==> config.mk <==
export PLATFORM = sky130hd
export DESIGN_NAME = sha256_stream_hasher_flat
export DESIGN_NICKNAME = d
export VERILOG_FILES = /design/src/rtl/sha256_stream_hasher_pkg.sv /design/src/rtl/sha256_stream_hasher_if.sv /design/src/rtl/sha256_stream_hasher_round_unit.sv /design/src/rtl/sha256_stream_hasher.sv /design/src/flat_wrapper.sv
export SDC_FILE = /design/constraint.sdc
export NUM_CORES = 2
export LEC_CHECK = 0
export CAP_MARGIN = 30
export CORE_ASPECT_RATIO = 0.7
export CORE_MARGIN = 2
export CORE_UTILIZATION = 45
export CTS_CLUSTER_DIAMETER = 60
export DETAILED_ROUTE_END_ITERATION = 12
export HOLD_SLACK_MARGIN = 0.06
export PLACE_DENSITY = 0.68
export REMOVE_ABC_BUFFERS = 1
export SKIP_CTS_REPAIR_TIMING = 1
export SLEW_MARGIN = 20
export SYNTH_ARGS = -nofsm -noshare
export SYNTH_HDL_FRONTEND = slang
export SYNTH_SLANG_ARGS = --single-unit
==> constraint.sdc <==
create_clock -name aclk -period 19.6 [get_ports aclk]
set_clock_uncertainty 0.1 [all_clocks]
set_input_delay 4.9 -clock aclk [delete_from_list [all_inputs] [get_ports aclk]]
set_output_delay 4.9 -clock aclk [all_outputs]
set_load 0.1 [all_outputs]
==> src/rtl/sha256_stream_hasher_pkg.sv <==
// SHA-256 shared definitions: round constants, initial hash value, FSM
// state encoding and the bitwise helper functions used by the rounds.
package sha256_pkg;

  typedef logic [31:0]     word_t;
  typedef word_t [0:7]     hstate_t;   // element 0 = a / H0
  typedef word_t [0:15]    window_t;   // element 0 = oldest schedule word

  typedef enum logic [1:0] {
    IDLE   = 2'd0,
    ROUND  = 2'd1,
    UPDATE = 2'd2
  } state_e;

  localparam hstate_t IV = {
    32'h6a09e667, 32'hbb67ae85, 32'h3c6ef372, 32'ha54ff53a,
    32'h510e527f, 32'h9b05688c, 32'h1f83d9ab, 32'h5be0cd19
  };

  localparam word_t K [0:63] = '{
    32'h428a2f98, 32'h71374491, 32'hb5c0fbcf, 32'he9b5dba5,
    32'h3956c25b, 32'h59f111f1, 32'h923f82a4, 32'hab1c5ed5,
    32'hd807aa98, 32'h12835b01, 32'h243185be, 32'h550c7dc3,
    32'h72be5d74, 32'h80deb1fe, 32'h9bdc06a7, 32'hc19bf174,
    32'he49b69c1, 32'hefbe4786, 32'h0fc19dc6, 32'h240ca1cc,
    32'h2de92c6f, 32'h4a7484aa, 32'h5cb0a9dc, 32'h76f988da,
    32'h983e5152, 32'ha831c66d, 32'hb00327c8, 32'hbf597fc7,
    32'hc6e00bf3, 32'hd5a79147, 32'h06ca6351, 32'h14292967,
    32'h27b70a85, 32'h2e1b2138, 32'h4d2c6dfc, 32'h53380d13,
    32'h650a7354, 32'h766a0abb, 32'h81c2c92e, 32'h92722c85,
    32'ha2bfe8a1, 32'ha81a664b, 32'hc24b8b70, 32'hc76c51a3,
    32'hd192e819, 32'hd6990624, 32'hf40e3585, 32'h106aa070,
    32'h19a4c116, 32'h1e376c08, 32'h2748774c, 32'h34b0bcb5,
    32'h391c0cb3, 32'h4ed8aa4a, 32'h5b9cca4f, 32'h682e6ff3,
    32'h748f82ee, 32'h78a5636f, 32'h84c87814, 32'h8cc70208,
    32'h90befffa, 32'ha4506ceb, 32'hbef9a3f7, 32'hc67178f2
  };

  function automatic word_t rotr(input word_t x, input int n);
    return (x >> n) | (x << (32 - n));
  endfunction

  function automatic word_t ch(input word_t x, input word_t y, input word_t z);
    return (x & y) ^ (~x & z);
  endfunction

  function automatic word_t maj(input word_t x, input word_t y, input word_t z);
    return (x & y) ^ (x & z) ^ (y & z);
  endfunction

  function automatic word_t bsig0(input word_t x);
    return rotr(x, 2) ^ rotr(x, 13) ^ rotr(x, 22);
  endfunction

  function automatic word_t bsig1(input word_t x);
    return rotr(x, 6) ^ rotr(x, 11) ^ rotr(x, 25);
  endfunction

  function automatic word_t ssig0(input word_t x);
    return rotr(x, 7) ^ rotr(x, 18) ^ (x >> 3);
  endfunction

  function automatic word_t ssig1(input word_t x);
    return rotr(x, 17) ^ rotr(x, 19) ^ (x >> 10);
  endfunction

  // Stream bytes are little-end-first; SHA-256 words are big-endian.
  function automatic word_t bswap32(input word_t x);
    return {x[7:0], x[15:8], x[23:16], x[31:24]};
  endfunction

endpackage

==> src/rtl/sha256_stream_hasher_if.sv <==
// AXI4-stream style bundle used for both the block sink and digest source.
interface AXI4SR #(
  parameter int DATA_W = 512,
  parameter int ID_W   = 8
) ();
  logic [DATA_W-1:0]   tdata;
  logic [DATA_W/8-1:0] tkeep;
  logic                tvalid;
  logic                tready;
  logic                tlast;
  logic [ID_W-1:0]     tid;

  modport m (output tdata, tkeep, tvalid, tlast, tid, input tready);
  modport s (input tdata, tkeep, tvalid, tlast, tid, output tready);
endinterface

==> src/rtl/sha256_stream_hasher_round_unit.sv <==
// Combinational SHA-256 compression step: ROUNDS_PER_CYCLE rounds chained,
// each consuming the oldest window word and appending the next schedule word.
module sha256_round_unit
  import sha256_pkg::*;
#(
  parameter int ROUNDS_PER_CYCLE = 1
) (
  input  hstate_t    state_i,
  input  window_t    window_i,
  input  logic [5:0] round_i,
  output hstate_t    state_o,
  output window_t    window_o
);

  hstate_t st [0:ROUNDS_PER_CYCLE];
  window_t wn [0:ROUNDS_PER_CYCLE];

  assign st[0] = state_i;
  assign wn[0] = window_i;

  generate
    for (genvar gi = 0; gi < ROUNDS_PER_CYCLE; gi++) begin : g_round
      logic [5:0] idx;
      word_t      t1;
      word_t      t2;
      word_t      w_new;

      assign idx   = round_i + 6'(gi);
      assign t1    = st[gi][7] + bsig1(st[gi][4]) + ch(st[gi][4], st[gi][5], st[gi][6])
                   + K[idx] + wn[gi][0];
      assign t2    = bsig0(st[gi][0]) + maj(st[gi][0], st[gi][1], st[gi][2]);
      assign w_new = ssig1(wn[gi][14]) + wn[gi][9] + ssig0(wn[gi][1]) + wn[gi][0];

      assign st[gi+1] = {t1 + t2, st[gi][0], st[gi][1], st[gi][2],
                         st[gi][3] + t1, st[gi][4], st[gi][5], st[gi][6]};
      assign wn[gi+1] = {wn[gi][1:15], w_new};
    end
  endgenerate

  assign state_o  = st[ROUNDS_PER_CYCLE];
  assign window_o = wn[ROUNDS_PER_CYCLE];

endmodule

==> src/rtl/sha256_stream_hasher.sv <==
// Multi-message SHA-256 stream hasher. Accepts pre-padded 512-bit blocks,
// chains H across a message and emits one digest per message through a
// small buffer with a registered output stage.
// Optional: define SHA256_STATS_EN to enable the block/message counters.
module sha256_stream_hasher
  import sha256_pkg::*;
#(
  parameter int ROUNDS_PER_CYCLE = 1,
  parameter int OUT_FIFO_DEPTH   = 4,
  parameter int CNT_BITS         = 32,
  parameter int ID_W             = 8
) (
  input  logic                aclk,
  input  logic                areset,
  AXI4SR.s                    axis_sink,
  AXI4SR.m                    axis_src,
  output logic                busy,
  output logic [CNT_BITS-1:0] msg_count,
  output logic [CNT_BITS-1:0] blk_count
);

  localparam int PW = $clog2(OUT_FIFO_DEPTH);
  localparam int CW = PW + 1;

  state_e          state_q;
  hstate_t         h_q;
  hstate_t         work_q;
  hstate_t         work_d;
  window_t         win_q;
  window_t         win_d;
  window_t         blk_words;
  hstate_t         h_sum;
  logic [5:0]      rnd_q;
  logic            last_q;
  logic            in_msg_q;
  logic [ID_W-1:0] tid_q;
  logic [255:0]    digest;

  logic [ID_W+255:0] mem_q [0:OUT_FIFO_DEPTH-1];
  logic [PW-1:0]     wr_ptr_q;
  logic [PW-1:0]     rd_ptr_q;
  logic [CW-1:0]     mem_cnt_q;
  logic [CW-1:0]     occupancy;
  logic              out_valid_q;
  logic [255:0]      out_data_q;
  logic [ID_W-1:0]   out_tid_q;

  logic sink_hs;
  logic push;
  logic pop_mem;
  logic fifo_full;

  // Occupancy counts the output register too, so a full buffer means
  // OUT_FIFO_DEPTH digests are waiting in total.
  assign occupancy = mem_cnt_q + CW'(out_valid_q);
  assign fifo_full = (occupancy == CW'(OUT_FIFO_DEPTH));

  assign axis_sink.tready = !areset && (state_q == IDLE) && !fifo_full;
  assign sink_hs          = axis_sink.tvalid && axis_sink.tready;
  assign push             = (state_q == UPDATE) && last_q;
  assign pop_mem          = (mem_cnt_q != '0) && (!out_valid_q || axis_src.tready);

  generate
    for (genvar gi = 0; gi < 16; gi++) begin : g_in_words
      assign blk_words[gi] = bswap32(axis_sink.tdata[32*gi +: 32]);
    end
    for (genvar gi = 0; gi < 8; gi++) begin : g_digest
      assign h_sum[gi]           = h_q[gi] + work_q[gi];
      assign digest[32*gi +: 32] = bswap32(h_sum[gi]);
    end
  endgenerate

  sha256_round_unit #(
    .ROUNDS_PER_CYCLE(ROUNDS_PER_CYCLE)
  ) u_round (
    .state_i  (work_q),
    .window_i (win_q),
    .round_i  (rnd_q),
    .state_o  (work_d),
    .window_o (win_d)
  );

  // Block FSM: latch a block, run the rounds, fold into H and finish messages.
  always_ff @(posedge aclk) begin
    if (areset) begin
      state_q  <= IDLE;
      h_q      <= IV;
      work_q   <= '0;
      win_q    <= '0;
      rnd_q    <= '0;
      last_q   <= 1'b0;
      in_msg_q <= 1'b0;
      tid_q    <= '0;
    end else begin
      case (state_q)
        IDLE: begin
          if (sink_hs) begin
            win_q  <= blk_words;
            work_q <= h_q;
            last_q <= axis_sink.tlast;
            rnd_q  <= '0;
            // A message's tid comes from its first block only.
            if (!in_msg_q) tid_q <= axis_sink.tid;
            state_q <= ROUND;
          end
        end
        ROUND: begin
          work_q <= work_d;
          win_q  <= win_d;
          rnd_q  <= rnd_q + 6'(ROUNDS_PER_CYCLE);
          if (rnd_q == 6'(64 - ROUNDS_PER_CYCLE)) state_q <= UPDATE;
        end
        UPDATE: begin
          h_q      <= last_q ? IV : h_sum;
          in_msg_q <= !last_q;
          state_q  <= IDLE;
        end
        default: state_q <= IDLE;
      endcase
    end
  end

  // Digest storage write port (no reset so it maps onto RAM).
  always_ff @(posedge aclk) begin
    if (push) mem_q[wr_ptr_q] <= {tid_q, digest};
  end

  // Buffer pointers plus the registered read that feeds the source stream.
  always_ff @(posedge aclk) begin
    if (areset) begin
      wr_ptr_q    <= '0;
      rd_ptr_q    <= '0;
      mem_cnt_q   <= '0;
      out_valid_q <= 1'b0;
      out_data_q  <= '0;
      out_tid_q   <= '0;
    end else begin
      if (push) wr_ptr_q <= wr_ptr_q + PW'(1);
      if (pop_mem) begin
        rd_ptr_q                <= rd_ptr_q + PW'(1);
        {out_tid_q, out_data_q} <= mem_q[rd_ptr_q];
        out_valid_q             <= 1'b1;
      end else if (axis_src.tready) begin
        out_valid_q <= 1'b0;
      end
      mem_cnt_q <= mem_cnt_q + CW'(push) - CW'(pop_mem);
    end
  end

  assign axis_src.tvalid = out_valid_q;
  assign axis_src.tdata  = {256'h0, out_data_q};
  assign axis_src.tkeep  = 64'h0000_0000_FFFF_FFFF;
  assign axis_src.tlast  = 1'b1;
  assign axis_src.tid    = out_tid_q;

  assign busy = (state_q != IDLE) || (occupancy != '0);

`ifdef SHA256_STATS_EN
  logic [CNT_BITS-1:0] msg_cnt_q;
  logic [CNT_BITS-1:0] blk_cnt_q;

  // Free-running status counters, wrapping naturally.
  always_ff @(posedge aclk) begin
    if (areset) begin
      msg_cnt_q <= '0;
      blk_cnt_q <= '0;
    end else begin
      if (push)    msg_cnt_q <= msg_cnt_q + CNT_BITS'(1);
      if (sink_hs) blk_cnt_q <= blk_cnt_q + CNT_BITS'(1);
    end
  end

  assign msg_count = msg_cnt_q;
  assign blk_count = blk_cnt_q;
`else
  assign msg_count = '0;
  assign blk_count = '0;
`endif

endmodule
==> src/flat_wrapper.sv <==
// flat-port wrapper written by rule: the top's interface ports become plain ports
module sha256_stream_hasher_flat import sha256_pkg::*;
#(
  parameter int ROUNDS_PER_CYCLE = 1,
  parameter int OUT_FIFO_DEPTH   = 4,
  parameter int CNT_BITS         = 32,
  parameter int ID_W             = 8
)
  (aclk, areset, busy, msg_count, blk_count, axis_sink_tdata, axis_sink_tkeep, axis_sink_tvalid, axis_sink_tlast, axis_sink_tid, axis_sink_tready, axis_src_tdata, axis_src_tkeep, axis_src_tvalid, axis_src_tlast, axis_src_tid, axis_src_tready);
  AXI4SR #(.ID_W(ID_W)) axis_sink_i ();
  AXI4SR #(.ID_W(ID_W)) axis_src_i ();
  input  logic aclk;
  input  logic areset;
  output logic busy;
  output logic [CNT_BITS-1:0] msg_count;
  output logic [CNT_BITS-1:0] blk_count;
  input wire logic [$bits(axis_sink_i.tdata)-1:0] axis_sink_tdata;
  input wire logic [$bits(axis_sink_i.tkeep)-1:0] axis_sink_tkeep;
  input wire logic [$bits(axis_sink_i.tvalid)-1:0] axis_sink_tvalid;
  input wire logic [$bits(axis_sink_i.tlast)-1:0] axis_sink_tlast;
  input wire logic [$bits(axis_sink_i.tid)-1:0] axis_sink_tid;
  output wire logic [$bits(axis_sink_i.tready)-1:0] axis_sink_tready;
  output wire logic [$bits(axis_src_i.tdata)-1:0] axis_src_tdata;
  output wire logic [$bits(axis_src_i.tkeep)-1:0] axis_src_tkeep;
  output wire logic [$bits(axis_src_i.tvalid)-1:0] axis_src_tvalid;
  output wire logic [$bits(axis_src_i.tlast)-1:0] axis_src_tlast;
  output wire logic [$bits(axis_src_i.tid)-1:0] axis_src_tid;
  input wire logic [$bits(axis_src_i.tready)-1:0] axis_src_tready;
  assign axis_sink_i.tdata = axis_sink_tdata;
  assign axis_sink_i.tkeep = axis_sink_tkeep;
  assign axis_sink_i.tvalid = axis_sink_tvalid;
  assign axis_sink_i.tlast = axis_sink_tlast;
  assign axis_sink_i.tid = axis_sink_tid;
  assign axis_sink_tready = axis_sink_i.tready;
  assign axis_src_tdata = axis_src_i.tdata;
  assign axis_src_tkeep = axis_src_i.tkeep;
  assign axis_src_tvalid = axis_src_i.tvalid;
  assign axis_src_tlast = axis_src_i.tlast;
  assign axis_src_tid = axis_src_i.tid;
  assign axis_src_i.tready = axis_src_tready;
  sha256_stream_hasher #(.ROUNDS_PER_CYCLE(ROUNDS_PER_CYCLE), .OUT_FIFO_DEPTH(OUT_FIFO_DEPTH), .CNT_BITS(CNT_BITS), .ID_W(ID_W)) u_core (.aclk(aclk), .areset(areset), .axis_sink(axis_sink_i), .axis_src(axis_src_i), .busy(busy), .msg_count(msg_count), .blk_count(blk_count));
endmodule
; ---- Yosys cells after proc, flatten, opt, wreduce, memory -nomap -nowiden
; Memories as Yosys holds them, arrays and structs flattened. A register that Yosys moved wholly into a read port is not among the register bits.
; Index checks and enable logic that the tools add are counted.
[op_classes]
eq_ne = 6
reduce_logical = 21
mux = 16
mul = 0
addsub = 24
bitwise_logic = 29
shift = 0
n_lt_le_gt_ge = 1
div = 0
[op_table]
columns = cell, count
row1 = 512-bit one-hot mux with 2 select lines, 1
row2 = 32-bit adder, 18
row3 = 256-bit 2-to-1 mux, 2
row4 = 512-bit 2-to-1 mux, 1
row5 = 256-bit one-hot mux with 2 select lines, 1
row6 = 32-bit XOR, 9
row7 = 32-bit bitwise AND, 5
row8 = 32-bit 2-to-1 mux, 2
row9 = 32-bit NOT, 1
row10 = 10-bit by 32-bit bitwise OR with 32-bit output, 1
row11 = 13-bit by 32-bit bitwise OR with 32-bit output, 1
row12 = 14-bit by 32-bit bitwise OR with 32-bit output, 1
row13 = 15-bit by 32-bit bitwise OR with 32-bit output, 1
row14 = 19-bit by 32-bit bitwise OR with 32-bit output, 1
row15 = 21-bit by 32-bit bitwise OR with 32-bit output, 1
row16 = 25-bit by 32-bit bitwise OR with 32-bit output, 1
row17 = 26-bit by 32-bit bitwise OR with 32-bit output, 1
row18 = 30-bit by 32-bit bitwise OR with 32-bit output, 1
row19 = 7-bit by 32-bit bitwise OR with 32-bit output, 1
row20 = 32-bit by 22-bit XOR with 32-bit output, 1
row21 = 32-bit by 29-bit XOR with 32-bit output, 1
row22 = 6-bit one-hot mux with 2 select lines, 1
row23 = 7-bit >= comparator (second input constant), 1
row24 = 6-bit NOT with 7-bit output, 1
row25 = 22 further kinds, 42
[totals]
mem_bits_ro = 2048
latch_bits = 0
mem_count = 2
register_bits = 1050
out_inout_bits = 652
inputBits = 589
wordCells = 140
mem_bits_rw = 1056
[memory_table]
columns = name, words, width, rd, rd_ports_with_merged_regs, wr, line_no
row1 = (no name shown), 64, 32, 1, 0, 0, sha256_stream_hasher_round_unit.sv:30  ; + K[idx] + wn[gi][0];
row2 = u_core.mem_q, 4, 264, 1, 1, 1, sha256_stream_hasher.sv:39  ; logic [ID_W+255:0] mem_q [0:OUT_FIFO_DEPTH-1];

; ---- Longest topological paths before layout
[logic_depth]
depth_word = 9
ltp_mapped = 42
depth_no_buf = 39

; ---- Cells and area by module
; From an unflattened synthesis, not the netlist that was laid out.
[unflattened]
hier_cells = 12593
area_unflattened_um2 = 125669.3
[modules_own_cells]
columns = mod, area_per_inst_um2, cells_each, seq_area_each_um2, instances
row1 = sha256_stream_hasher, 104352.6, 9872, 58015.6, 1
row2 = sha256_round_unit, 21316.7, 2721, 0.0, 1

; ---- Worst setup path before layout
; No wires, ideal clock.
[synth_path]
path_kind = input -> output
start = input port areset
end = output port axis_sink_tready
t_required_ps = 14600
setup_slack_ps = 6569
stages = 2
arrival_ps = 8031
cell_sequence = clkbuf_1 > nor4_1
[synth_via]
elab_chain_cells = 3
[synth_rtl]
columns = element, line_no
row1 = start: declaration, flat_wrapper.sv:13  ; input logic areset;
row2 = 1-bit zero test, sha256_stream_hasher.sv:58  ; assign axis_sink.tready = !areset && (state_q == IDLE) && !fifo_full;
row3 = 1-bit logical AND (2 in a row), sha256_stream_hasher.sv:58
row4 = end: declaration, flat_wrapper.sv:22  ; output wire logic [$bits(axis_sink_i.tready)-1:0] axis_sink_tready;
; Every way passes these cells.

; ---- Worst setup path after layout
; Same ends and word-level chain as after synthesis.

==> results by group <==
Final layout
  – # fillers: 23,360
  – Synthesis-to-layout area growth: 14.50%
  – Nets@finish: 13,350
  – FF/Latch Area: 58,030 sq um
  – Share of cells above drive strength 1: 7.038%
  – Multi-input logic area: 56,080 sq um

Setup path
  – CP required: 14.60 ns
  – Crit path largest cell delay: 1.14 ns
  – Crit path DAT: 7.16 ns
  – Critical Path, Cell by Cell: buf_8, nor4_1, clkbuf_2, clkdlybuf4s50_1
  – Startpoint class of the critical path: primary input
  – Critical-path maximum fanout: 5
  – Slowest CP cell: clkdlybuf4s50_1
  – Setup CP Type: in2out
  – Crit end category: output port

Synthesis
  – Seq/Total Area, Yosys: 48.40%
  – Synth Warn #: 0
  – Cell taking the most area after synthesis: edfxtp_1
  – Synthesized area: 119,900 sq um
  – Distinct cells, synth: 90
  – Largest family of logic cells by synthesized area: compound AO/OA/AOI/OAI gates
  – Post-Synth Simple-Gate Area: 12.87%
  – Post-Synth Adder-Cell Area: 7.475%
  – Syn_area_per_cell: 10.12 sq um
  – Multiplexer share of the synthesized area: 5.505%
  – Share of Yosys cell area claimed by the top area cell type: 26.45%
  – Compound-gate portion of the synthesized area: 15.31%
  – Post-synth EDFFs: 1,056
  – Mapped Cells: 11,850
  – Ys flop type: dfxtp_1
  – Largest cells by area after synthesis: edfxtp_1, dfxtp_1, nand2_1
  – Post-synthesis register bit count: 2,370
  – Post-synth ARST share: 0%
  – Xor/xnor cell area share of the yosys netlist: 4.324%

Place
  – GP Congestion: 0.9491
  – Post-DP HPWL: 269,700 microns
  – Buffers added on ports: 791

Timing
  – Relative slew slack: 23.13%
  – Worst-margin pin slew: 1.153 ns
  – RSZ-0062 raised after global routing: no
  – Aggregate negative setup slack: 0 ns
  – Period utilization: 62.07%
  – Setup-failing EPs final: 0
  – Max Fclk: 82.20 MHz
  – Final Max Slew Viols: 0
  – Final Hold Viols: 0
  – Tmin final: 12.16 ns

Floorplanning
  – I/O pin count: 1,241
  – Starting Density: 45.25%
  – Chip width: 620.9 microns
  – Die height: 435.8 microns
  – # rows: 158
  – Die area: 270,600 sq um
  – CORE AREA: 264,900 sq um

Detailed routing
  – Metal-1 WL: 163,300 microns
  – Residual DRC: 0
  – Routed wl met3: 28,690 microns
  – DR iter-0 viols: 9,183
  – First-pass iteration count of the detailed router: 6
  – Drt total wl: 381,200 microns
  – Routed len/inst: 23.96 microns
  – DR vias: 92,160
  – Top Layer Used: met5
  – Drt via density: 5.793
  – WL met2: 176,700 microns
  – Antenna Violating Nets Remaining: 0

Outcome
  – Status: finished clean

Clocking
  – Maximum buffer depth of the clock tree: 4
  – Htree depth: 4
  – Root Buffer: clkbuf_16
  – Sink Count: 2,370
  – CTS tree: built
  – Clk Latency, worst-skew pair: 0.98 ns
  – CTS Buf Count: 239
  – Worst-path clk slew: 0.06 ns

Run
  – Number of max-cap violations: 0

Global route
  – Initial antenna violation count: 60
  – Gr usage total: 27.26%
  – Gr ovfl total: 0
  – Largest net degree at the start of global routing: 257
  – Global-route wire length before repair: 563,000 microns
  – Vias in the first global route: 88,040

Min path
  – Hold Crit Class: reg2reg
==> routing by layer <==
metal,global-route usage (%),up-vias
li1,-,42310
met1,37.53,45700
met2,43.77,3451
met3,4.916,637
met4,8.168,62
met5,0,-
==> critical path, delay by kind of cell <==
kind / cells / cell delay, ns
and+or+nand+nor: 1 / 0.64
buffers and inverters: 3 / 1.55
==> synthesized netlist by cell type (53+ instances only) <==
cell type  number
a21o_1        204
nor2b_1        54
nand3_1        65
buf_4         385
o21a_1         68
o22ai_1       116
o21ai_1        60
nor2_1       1112
clkbuf_1      777
nand2b_1      128
a22oi_1        71
ha_1          401
xnor2_1       433
nor3_1         99
buf_1          78
a21oi_1       653
fa_1          196
edfxtp_1     1056
a211oi_1       73
xor2_1        157
o21ai_0       220
a311oi_1      708
inv_1         322
o21bai_1       53
dfxtp_1      1314
mux4_2        270
nand2_1      2169
==> cell families after synthesis <==
kind of cell | count (synthesis)
AO/OA/AOI/OAI | 2603
XOR/XNOR | 591
adder cells (fa/ha/maj) | 599
buffers and inverters | 1566
flip-flops | 2370
multiplexers | 319
other | 2
AND/OR/NAND/NOR | 3796
==> placed cells by master, fill, tap and decap left out, types with 29 or more instances in the layout <==
cell             netlist  routed
a2111oi_0             40      40
a211oi_1              73      73
a21o_1               204     203
a21oi_1              653     653
a22o_1                47      47
a22oi_1               71      71
a311oi_1             708     708
a31oi_1               45      45
buf_4                385     107
clkbuf_1             777      45
clkbuf_16              0     240
clkdlybuf4s50_1        0     790
clkinv_1               4      29
clkinv_2               0      41
conb_1                 2     385
dfxtp_1             1314    1308
edfxtp_1            1056    1056
fa_1                 196     196
ha_1                 401     401
inv_1                322     322
mux4_2               270     270
nand2_1             2169    2167
nand2b_1             128     124
nand3_1               65      65
nor2_1              1112    1110
nor2b_1               54      52
nor3_1                99      98
o211ai_1              31      31
o21a_1                68      68
o21ai_0              220     220
o21ai_1               60      60
o21bai_1              53      53
o22a_1                48      48
o22ai_1              116     116
xnor2_1              433     433
xor2_1               157     157
==> registers in the layout (all words and copies together) (netlist names), 2 cells and up <==
name / count
u_core.mem_q: 1056
u_core.win_q: 512
u_core.h_q: 256
u_core.out_data_q: 256
u_core.work_q: 256
u_core.axis_src.tid: 8
u_core.tid_q: 8
u_core.rnd_q: 6
u_core.mem_cnt_q: 3
u_core.rd_ptr_q: 2
u_core.state_q: 2
u_core.wr_ptr_q: 2
==> cell type report <==
| cell class | instances | area share [%] |
|---|---|---|
| Clock buffer | 314 | 4.771 |
| Tap cell | 3520 | 3.209 |
| Timing Repair Buffer | 930 | 6.895 |
| Antenna cell | 26 | 0.04740 |
| Sequential cell | 2370 | 42.28 |
| Inverter | 326 | 0.8970 |
| Multi-Input combinational cell | 8293 | 40.86 |
| Clock inverter | 129 | 1.041 |
==> through the flow <==
stage | worst slack, ns | cell area, sq um | utilization (%) | hold WS [ns] | instances
2_1_floorplan | -19.80 | 115200 | - | 0.3427 | 10990
3_3_place_gp | 7.327 | 128700 | 48.58 | 0.3405 | 15420
3_5_place_dp | 7.299 | 129000 | 48.70 | 0.3464 | 15430
4_1_cts | 7.299 | 137000 | 51.71 | 0.3176 | 15870
5_1_grt | 7.408 | 137200 | 51.80 | 0.3485 | 15900
6_report | 7.435 | 137300 | 51.81 | 0.3290 | 15910
==> worst paths after layout <==
| path | cells after the start | slack [ns] | endpoint | from |
|---|---|---|---|---|
| hold reg to reg | 2 | 0.33 | u_core.work_q[207] | u_core.h_q[207] |
| setup / recovery | 4 | 7.44 | axis_sink_tready | areset |
| setup reg to reg | 37 | 8.74 | u_core.work_q[255] | u_core.rnd_q[1] |
| hold / removal | 2 | 0.33 | u_core.work_q[207] | u_core.h_q[207] |
Power is not shown: default switching activity piles up to over one toggle a cycle in this logic, so the estimate is an artifact.
